$ cat src/rtl/id_ex_stage.sv
// ID/EX pipeline register: decode to ALU opcode, operand forwarding, load-use hazard, stall/flush.
// Optional feature macro: RV_FORWARDING_EN (undefined = no forwarding, wider RAW interlock).
module id_ex_stage (
    input  logic        clk,
    input  logic        resetN,
    input  logic        inValid,
    input  logic [31:0] inPc,
    input  logic [31:0] inRs1Data,
    input  logic [31:0] inRs2Data,
    input  logic [31:0] inImm,
    input  logic [4:0]  inRs1,
    input  logic [4:0]  inRs2,
    input  logic [4:0]  inRd,
    input  logic [6:0]  inOpcode,
    input  logic [2:0]  inFunct3,
    input  logic [6:0]  inFunct7,
    input  logic        stall,
    input  logic        flush,
    input  logic        exMemRegWrite,
    input  logic        memWbRegWrite,
    input  logic [4:0]  exMemRd,
    input  logic [4:0]  memWbRd,
    input  logic [31:0] exMemResult,
    input  logic [31:0] memWbResult,
    output logic [31:0] operand1,
    output logic [31:0] operand2,
    output logic [2:0]  aluOp,
    output logic        outValid,
    output logic        outRegWrite,
    output logic        outMemRead,
    output logic        outMemWrite,
    output logic        outBranch,
    output logic        outBranchNe,
    output logic [4:0]  outRd,
    output logic [31:0] outPc,
    output logic [31:0] outStoreData,
    output logic        hazardStall,
    output logic        illegalInstr
);

    typedef enum logic [2:0] {
        ALU_ADD = 3'b000,
        ALU_SUB = 3'b001,
        ALU_AND = 3'b010,
        ALU_OR  = 3'b011,
        ALU_MUL = 3'b100,
        ALU_SLL = 3'b101
    } alu_op_e;

    localparam logic [6:0] OP_R      = 7'b0110011;
    localparam logic [6:0] OP_IMM    = 7'b0010011;
    localparam logic [6:0] OP_LOAD   = 7'b0000011;
    localparam logic [6:0] OP_STORE  = 7'b0100011;
    localparam logic [6:0] OP_BRANCH = 7'b1100011;

    typedef struct packed {
        logic        valid;
        logic        reg_write;
        logic        mem_read;
        logic        mem_write;
        logic        branch;
        logic        branch_ne;
        logic        illegal;
        logic        use_imm;
        alu_op_e     alu_op;
        logic [4:0]  rd;
        logic [4:0]  rs1;
        logic [4:0]  rs2;
        logic [31:0] pc;
        logic [31:0] rs1_data;
        logic [31:0] rs2_data;
        logic [31:0] imm;
    } stage_t;

    stage_t  stage_d, stage_q;
    alu_op_e dec_op;
    logic    dec_legal, dec_writes, dec_use_imm, dec_use_rs2;
    logic    dec_mem_read, dec_mem_write, dec_branch, dec_branch_ne;
    logic    load_use;
    logic [31:0] fwd_rs1, fwd_rs2;

    function automatic logic raw_hit(input logic [4:0] rd, input logic [4:0] rs1,
                                     input logic [4:0] rs2, input logic use_rs2);
        return (rd != 5'd0) && ((rd == rs1) || (use_rs2 && (rd == rs2)));
    endfunction

    always_comb begin
        dec_op        = ALU_ADD;
        dec_legal     = 1'b0;
        dec_writes    = 1'b0;
        dec_use_imm   = 1'b0;
        dec_use_rs2   = 1'b0;
        dec_mem_read  = 1'b0;
        dec_mem_write = 1'b0;
        dec_branch    = 1'b0;
        dec_branch_ne = 1'b0;
        case (inOpcode)
            OP_R: begin
                dec_writes  = 1'b1;
                dec_use_rs2 = 1'b1;
                case ({inFunct7, inFunct3})
                    {7'b0000000, 3'b000}: begin dec_op = ALU_ADD; dec_legal = 1'b1; end
                    {7'b0100000, 3'b000}: begin dec_op = ALU_SUB; dec_legal = 1'b1; end
                    {7'b0000001, 3'b000}: begin dec_op = ALU_MUL; dec_legal = 1'b1; end
                    {7'b0000000, 3'b111}: begin dec_op = ALU_AND; dec_legal = 1'b1; end
                    {7'b0000000, 3'b110}: begin dec_op = ALU_OR;  dec_legal = 1'b1; end
                    {7'b0000000, 3'b001}: begin dec_op = ALU_SLL; dec_legal = 1'b1; end
                    default: ;
                endcase
            end
            OP_IMM: begin
                dec_writes  = 1'b1;
                dec_use_imm = 1'b1;
                case (inFunct3)
                    3'b000: begin dec_op = ALU_ADD; dec_legal = 1'b1; end
                    3'b111: begin dec_op = ALU_AND; dec_legal = 1'b1; end
                    3'b110: begin dec_op = ALU_OR;  dec_legal = 1'b1; end
                    3'b001: begin dec_op = ALU_SLL; dec_legal = (inFunct7 == 7'b0000000); end
                    default: ;
                endcase
            end
            OP_LOAD: begin
                dec_writes   = 1'b1;
                dec_use_imm  = 1'b1;
                dec_mem_read = 1'b1;
                dec_legal    = 1'b1;
            end
            OP_STORE: begin
                dec_use_imm   = 1'b1;
                dec_use_rs2   = 1'b1;
                dec_mem_write = 1'b1;
                dec_legal     = 1'b1;
            end
            OP_BRANCH: begin
                dec_use_rs2   = 1'b1;
                dec_branch    = 1'b1;
                dec_op        = ALU_SUB;
                dec_branch_ne = (inFunct3 == 3'b001);
                dec_legal     = (inFunct3 == 3'b000) || (inFunct3 == 3'b001);
            end
            default: ;
        endcase
    end

    assign load_use = inValid && stage_q.valid && stage_q.mem_read
                      && raw_hit(stage_q.rd, inRs1, inRs2, dec_use_rs2);

`ifdef RV_FORWARDING_EN
    assign hazardStall = !flush && load_use;
`else
    // Without bypass paths, any producer still in EX or EX/MEM must drain first.
    assign hazardStall = !flush && (load_use
        || (inValid && stage_q.valid && stage_q.reg_write
            && raw_hit(stage_q.rd, inRs1, inRs2, dec_use_rs2))
        || (inValid && exMemRegWrite && raw_hit(exMemRd, inRs1, inRs2, dec_use_rs2)));
`endif

    always_comb begin
        stage_d = stage_q;
        if (flush || (!stall && hazardStall)) begin
            stage_d = '0;
        end else if (!stall) begin
            stage_d = '0;
            if (inValid && !dec_legal) begin
                stage_d.illegal = 1'b1;
            end else if (inValid) begin
                stage_d.valid     = 1'b1;
                stage_d.reg_write = dec_writes && (inRd != 5'd0);
                stage_d.mem_read  = dec_mem_read;
                stage_d.mem_write = dec_mem_write;
                stage_d.branch    = dec_branch;
                stage_d.branch_ne = dec_branch_ne;
                stage_d.use_imm   = dec_use_imm;
                stage_d.alu_op    = dec_op;
                stage_d.rd        = inRd;
                stage_d.rs1       = inRs1;
                stage_d.rs2       = inRs2;
                stage_d.pc        = inPc;
                stage_d.rs1_data  = inRs1Data;
                stage_d.rs2_data  = inRs2Data;
                stage_d.imm       = inImm;
            end
        end
    end

    always_ff @(posedge clk) begin
        if (!resetN) stage_q <= '0;
        else         stage_q <= stage_d;
    end

`ifdef RV_FORWARDING_EN
    always_comb begin
        fwd_rs1 = stage_q.rs1_data;
        if (stage_q.rs1 != 5'd0 && exMemRegWrite && exMemRd == stage_q.rs1)
            fwd_rs1 = exMemResult;
        else if (stage_q.rs1 != 5'd0 && memWbRegWrite && memWbRd == stage_q.rs1)
            fwd_rs1 = memWbResult;
        fwd_rs2 = stage_q.rs2_data;
        if (stage_q.rs2 != 5'd0 && exMemRegWrite && exMemRd == stage_q.rs2)
            fwd_rs2 = exMemResult;
        else if (stage_q.rs2 != 5'd0 && memWbRegWrite && memWbRd == stage_q.rs2)
            fwd_rs2 = memWbResult;
    end
`else
    logic unused_fwd;
    assign fwd_rs1    = stage_q.rs1_data;
    assign fwd_rs2    = stage_q.rs2_data;
    assign unused_fwd = ^{memWbRegWrite, memWbRd, exMemResult, memWbResult,
                          stage_q.rs1, stage_q.rs2};
`endif

    assign operand1     = fwd_rs1;
    assign operand2     = stage_q.use_imm ? stage_q.imm : fwd_rs2;
    assign outStoreData = fwd_rs2;
    assign aluOp        = stage_q.alu_op;
    assign outValid     = stage_q.valid;
    assign outRegWrite  = stage_q.reg_write;
    assign outMemRead   = stage_q.mem_read;
    assign outMemWrite  = stage_q.mem_write;
    assign outBranch    = stage_q.branch;
    assign outBranchNe  = stage_q.branch_ne;
    assign outRd        = stage_q.rd;
    assign outPc        = stage_q.pc;
    assign illegalInstr = stage_q.illegal;

endmodule

$ cat config.mk
export PLATFORM = sky130hd
export DESIGN_NAME = id_ex_stage
export DESIGN_NICKNAME = d
export VERILOG_FILES = /design/src/rtl/id_ex_stage.sv
export SDC_FILE = /design/constraint.sdc
export NUM_CORES = 1
export LEC_CHECK = 0
export ABC_AREA = 1
export CORE_AREA = 2 2 149 151
export DETAILED_ROUTE_END_ITERATION = 7
export DIE_AREA = 0 0 151 153
export GPL_TIMING_DRIVEN = 1
export PLACE_DENSITY = 0.75
export SYNTH_ARGS = -nofsm -noshare
export SYNTH_HDL_FRONTEND = slang
export SYNTH_SLANG_ARGS = --single-unit
$ cat constraint.sdc
create_clock -name clk -period 1.5 [get_ports clk]
set_input_delay 0.3 -clock clk [delete_from_list [all_inputs] [get_ports clk]]
set_output_delay 0.3 -clock clk [all_outputs]
set_load 0.005 [all_outputs]
==> results.py, run 1 <==
metrics = {
    "run_status": {
        "status": "complete, but fails checks",
        "violations": "negative setup slack",
    },
    "routing": {
        "routed_wl_um": 28240,
        "routed-via-count": 7667,
        "first_pass_iters": 5,
        "drc": 0,
        "drtIter0Drc": 274,
        "viasPerCell": 5.014,
        "postRouteAntennaNets": 0,
        "avgRoutedWirePerCell_um": 18.47,
    },
    "synth": {
        "ys_ff_latch": 144,
        "synth_cells": 943,
        "synth_compound_area_share_pct": 10.64,
        "synth_xor_area_share_pct": 1.947,
        "synthAdderAreaFrac_pct": 0,
        "ys_types": 27,
        "syn-mean-instance-area_um2": 7.631,
        "ys_seq_area_share_pct": 40.06,
        "syn-cell-area_um2": 7196,
        "synth_top_family_by_area": "simple AND/OR/NAND/NOR gates",
        "muxShareOfSynthArea_pct": 5.008,
        "syn-num-nets": 1184,
        "ys_warn_count": 0,
        "synthSimpleGateAreaFrac_pct": 24.76,
    },
    "cts": {
        "clockBufferDepth": 2,
        "cts_root_buffer": "clkbuf_16",
        "hold_buffers": 0,
        "clk_pin_slew_worst_paths_ns": 0.06,
        "clkLatencyLatePin_ns": 0.41,
        "clock_sinks": 144,
        "numCtsBuffers": 17,
        "cts_tree": "yes",
        "h-tree-depth": 4,
    },
    "setup_path": {
        "path_depth": 10,
        "crit_path_frequent_cell": "nand2_2",
        "slowest_stage": "dfxtp_4",
        "slowest_delay_ns": 0.37,
        "ff2ff_path_depth": 16,
        "critical_path_arrival_ns": 1.58,
        "critPathTopFamily": "simple AND/OR/NAND/NOR gates",
        "critPathBufInv": 2,
        "crit_type": "flip-flop to output port",
        "cp-end-kind": "output port",
        "path_cells": "inv_4 -> nand2_2 -> nand2_2 -> nand2_2 -> nor2_2 -> nand3_1 -> nand2_1 -> nand2_1 -> a21oi_1 -> buf_2",
        "worstPathRequired_ns": 1.20,
        "cp_max_fo": 4,
        "crit_path_start_kind": "flip-flop",
    },
    "floorplanning": {
        "io_pins": 385,
        "die_w_um": 151,
        "initial_utilization_pct": 33.49,
        "rows": 54,
        "die_h_um": 153,
        "die_area_um2": 23100,
        "core_um2": 21490,
    },
    "timing": {
        "holdWs_ns": 0.4279,
        "slew_headroom_pct": 73.41,
        "finalCritPeriodShare_pct": 125.5,
        "setup_viol": 177,
        "rsz0062_at_grt": "true",
        "hold_violations": 0,
        "finClkSkew_ns": 0.009845,
        "drv_slew": 0,
        "fin_tns_setup_ns": -33.38,
        "worstMarginPinSlew_ns": 0.3989,
        "max_freq_mhz": 531.2,
        "setup_ws_ns": -0.3826,
        "min_period_ns": 1.883,
    },
    "place": {
        "port_buffers": 314,
        "place_area_um2": 10170,
        "gp_congestion": 0.8575,
        "dp.final_hpwl_um": 15850,
        "dpl.cell_count": 1427,
    },
    "final_layout": {
        "mostFrequentLayoutCells": "nand2_1, nand3_1, clkdlybuf4s50_1, a21oi_2, dlygate4sd2_1",
        "seqCellArea_um2": 2924,
        "drive_gt1_share_pct": 34.35,
        "multi_input_area_um2": 3872,
        "nNetsFinal": 1477,
        "antenna_cells": 0,
        "area_growth_pct": 77.57,
        "final_area_um2": 12780,
        "fill_cells": 1796,
        "layout_commonest_cell": "nand2_1",
        "final_cells": 1529,
    },
    "pwr": {
        "power_mw": 9.848,
        "leakagePower_nw": 5.139,
        "power_density_nw_per_um2": 770.8,
        "max-vdd-ir-drop_v": 0.0006601,
    },
    "job": {
        "maxCapViolCount": 0,
    },
    "global_route": {
        "grt_max_degree": 84,
        "grt_usage_pct": 23.66,
        "grt_pass1_vias": 7788,
        "gr-usage-met1_pct": 27.50,
        "met2_usage_pct": 40.97,
        "antenna_found_initial": 0,
        "grt_busiest_layer": "met2",
        "grt_overflow": 0,
        "grtUsageMet3_pct": 6.925,
        "grt_pass1_wl_um": 42560,
    },
    "min_path": {
        "hold_path.class": "input port to flip-flop",
        "whs_path_depth": 4,
    },
}
==> through the flow <==
stage	setup WS [ns]	utilization, %
global route	-0.5059	59.47
floorplan	-0.01583	-
global placement	-0.8258	47.32
detailed placement	-0.8543	47.32
finish	-0.3826	59.47
CTS	-0.4518	59.96
==> state kept, by name (all words and copies together), names as in the netlist <==
register	count
aluOp	3
illegalInstr	1
operand1	32
outBranch	1
outBranchNe	1
outMemRead	1
outMemWrite	1
outPc	32
outRd	5
outRegWrite	1
outStoreData	32
outValid	1
stage_q	33
==> area by class of cell <==
type | instances | share of cell area, %
clock buffer | 19 | 3.545
clock inverter | 13 | 1.547
inverter | 27 | 0.8421
multi-input combinational | 602 | 30.31
sequential | 144 | 22.88
tap | 280 | 2.742
timing repair buffer | 444 | 38.13
==> logic make-up (layout without fill, tap and decap cells) <==
logic type	count (synthesis)	count (layout)
AOI/OAI and AO/OA	151	151
and+or+nand+nor	403	403
buffers and inverters	197	503
muxes	32	32
xor gates and xnor gates	16	16
DFF	144	144
==> Yosys cell counts <==
library cell	instances	area, µm²
inv_1	24	90.09
nand2_1	192	720.7
or2_4	1	8.760
buf_6	10	112.6
nand3_2	1	10.01
xor2_1	14	122.6
mux2_2	32	360.4
nor3_4	1	16.27
buf_2	15	75.07
a21oi_1	146	730.7
nand2_2	2	12.51
a221oi_1	1	8.760
xnor2_1	2	17.52
o21ai_0	1	5.000
buf_4	115	863.3
nand3_1	161	805.8
nand4_1	3	18.77
o2111ai_1	1	8.760
nor2_1	34	127.6
o21ai_1	1	5.000
nor3_1	6	30.03
clkbuf_1	30	112.6
inv_2	3	11.26
nor2_4	1	11.26
nor2_8	1	20.02
o31ai_1	1	7.510
dfxtp_1	144	2883
==> timing repair <==
action,CTS,global route
buffers inserted,56,4
resized for setup,553,55
setup endpoints to repair,288,178
gates cloned,26,2
pin swaps,15,7
==> worst paths after layout <==
kind / slack, ns / endpoint / start
worst max-delay path: -0.38 / hazardStall / outRd[4]
worst min-delay path: 0.43 / outRd[2] / stall
worst max register to register: -0.27 / outPc[30] / outRd[4]
worst min register to register: 0.47 / operand1[2] / operand1[2]
==> power breakdown <==
part / internal, mW / switching [mW]
clock: 2.91 / 1.80
combinational: 0.753 / 0.562
sequential: 3.82 / 0.00281
total: 7.48 / 2.36
==> worst register-to-register path, cell delays in order, from the launching register on <==
cell and delay, ns:
dfxtp_4 0.37, inv_4 0.06, nand2_2 0.04, nand2_2 0.06, nand2_2 0.05, nor2_2 0.10
nand3_1 0.08, nand2_1 0.07, nand2_1 0.06, nand2_1 0.08, nand2_2 0.06, nand2_4 0.10
buf_12 0.13, buf_12 0.11, buf_12 0.12, buf_16 0.13, a21oi_4 0.04
==> metal layers <==
metal / wire (µm) / up-vias
met5: 0 / -
met4: 689 / 0
met3: 2273 / 49
met2: 14030 / 309
met1: 11250 / 3681
li1: - / 3628
(Power assumes the default switching activity.)
==> run 2, diff against run 1 <==
--- a/config.mk
+++ b/config.mk
@@ -11,6 +11,7 @@
 export DIE_AREA = 0 0 151 153
 export GPL_TIMING_DRIVEN = 1
 export PLACE_DENSITY = 0.75
+export REMOVE_ABC_BUFFERS = 1
 export SYNTH_ARGS = -nofsm -noshare
 export SYNTH_HDL_FRONTEND = slang
 export SYNTH_SLANG_ARGS = --single-unit
==> run 2 against run 1 <==
Compared with the run above: the flow still finishes with violations (negative setup slack); critical path depth down 5; first-iteration DRC count up 41%; total power down 1.0%; global-route usage up 1.1 points; cell count up 0.72%; clock skew down 0.0018 ns; highest routed layer unchanged.
==> results.py, run 2 (synthesized netlist as in run 1, its figures left out) <==
metrics = {
    "run_status": {
        "status": "complete, but fails checks",
        "violations": "negative setup slack",
    },
    "routing": {
        "avgRoutedWirePerCell_um": 19.34,
        "postRouteAntennaNets": 0,
        "viasPerCell": 5.102,
        "routed-via-count": 7857,
        "drc": 0,
        "drtIter0Drc": 387,
        "routed_wl_um": 29790,
        "first_pass_iters": 5,
    },
    "cts": {
        "clockBufferDepth": 2,
        "numCtsBuffers": 17,
        "cts_root_buffer": "clkbuf_16",
        "cts_tree": "yes",
        "h-tree-depth": 4,
        "hold_buffers": 0,
        "clkLatencyLatePin_ns": 0.41,
        "clock_sinks": 144,
        "clk_pin_slew_worst_paths_ns": 0.06,
    },
    "timing": {
        "setup_ws_ns": -0.3955,
        "finalCritPeriodShare_pct": 126.4,
        "drv_slew": 0,
        "setup_viol": 177,
        "slew_headroom_pct": 72.42,
        "hold_violations": 0,
        "max_freq_mhz": 527.6,
        "worstMarginPinSlew_ns": 0.4122,
        "fin_tns_setup_ns": -22.68,
        "min_period_ns": 1.895,
        "finClkSkew_ns": 0.008094,
        "rsz0062_at_grt": "true",
    },
    "global_route": {
        "antenna_found_initial": 0,
        "grt_max_degree": 75,
        "grt_pass1_wl_um": 44720,
        "grt_overflow": 0,
        "grt_usage_pct": 24.77,
        "grt_pass1_vias": 8166,
    },
    "final_layout": {
        "fill_cells": 1680,
        "antenna_cells": 0,
        "largest_register_ffs": 33,
        "regMostFlops": "stage_q",
        "area_growth_pct": 85.25,
        "mostFrequentLayoutCells": "nand2_1, clkdlybuf4s50_1, a21oi_2, nand3_1, dfxtp_1",
        "nNetsFinal": 1489,
        "drive_gt1_share_pct": 40.24,
        "layout_commonest_cell": "nand2_1",
    },
    "floorplanning": {
        "rows": 54,
        "initial_utilization_pct": 33.49,
        "core_um2": 21490,
        "io_pins": 385,
        "die_h_um": 153,
        "die_w_um": 151,
        "die_area_um2": 23100,
    },
    "min_path": {
        "hold_path.class": "input port to flip-flop",
    },
    "pwr": {
        "max-vdd-ir-drop_v": 0.0007127,
        "power_mw": 9.748,
        "power_density_nw_per_um2": 731.3,
        "leakagePower_nw": 5.344,
    },
    "setup_path": {
        "path_cells": "buf_12 -> buf_16 -> buf_12 -> mux2_4 -> buf_6",
        "crit_type": "flip-flop to output port",
        "critical_path_arrival_ns": 1.60,
        "slowest_delay_ns": 0.38,
        "cp-end-kind": "output port",
        "worstPathRequired_ns": 1.20,
        "cp_max_fo": 7,
        "crit_path_frequent_cell": "buf_12",
        "slowest_stage": "dfxtp_4",
        "crit_path_start_kind": "flip-flop",
    },
    "place": {
        "dp.final_hpwl_um": 16190,
        "gp_congestion": 0.8434,
        "port_buffers": 314,
    },
    "job": {
        "maxCapViolCount": 0,
    },
}
-- run 2: critical path: cells and delay by family, from the launching register on --
family / cells / cell delay (ns)
flip-flops: 1 / 0.38
buffers and inverters: 4 / 0.51
multiplexers: 1 / 0.29
-- run 2: power by group --
group	internal, mW	switching (mW)	total (mW)
Sequential	3.82	0.00271	3.82
Combinational	0.753	0.600	1.35
Clock	2.80	1.78	4.58
-- run 2: area by class of cell --
cell class                 instances  area [µm²]  area share (%)
timing repair buffer             455        5122           38.43
multi-input combinational        603        4212           31.59
sequential                       144        2924           21.94
clock buffer                      19       432.9           3.248
tap                              280       350.3           2.628
clock inverter                    12       182.7           1.370
inverter                          27       106.4          0.7978
-- run 2: final timing paths --
kind	start	end	slack [ns]	cells after the start
setup reg to reg	outRd[3]	stage_q[24]	-0.14	11
setup / recovery	stage_q[146]	operand2[10]	-0.40	5
hold / removal	inOpcode[4]	outMemRead	0.26	4
hold reg to reg	operand1[1]	operand1[1]	0.47	2
-- run 2: through the flow --
stage	utilization (%)	area, µm²	std cells	setup WS [ns]	hold WS, ns
6_report	62.04	13330	1540	-0.3955	0.2632
5_1_grt	62.04	13330	1540	-0.4322	0.3111
4_1_cts	61.71	13260	1545	-0.4182	0.3530
3_5_place_dp	47.85	10280	1435	-0.9449	0.4510
3_3_place_gp	47.85	10280	1435	-0.9267	0.4459
2_1_floorplan	-	6032	773	-3.685	0.4360
-- run 2: what timing repair did --
item,in CTS,in global routing
resized for setup,605,141
setup endpoints to repair,288,178
setup buffers,46,12
pin swaps,38,55
gates cloned,34,0
-- run 2: per-layer routing --
metal	up-vias	GRT usage (%)	share of wire, %
met5	-	0	0
met4	0	9.346	3.9
met3	80	6.896	7.6
met2	342	42.53	49
met1	3774	29.16	40
li1	3661	-	-
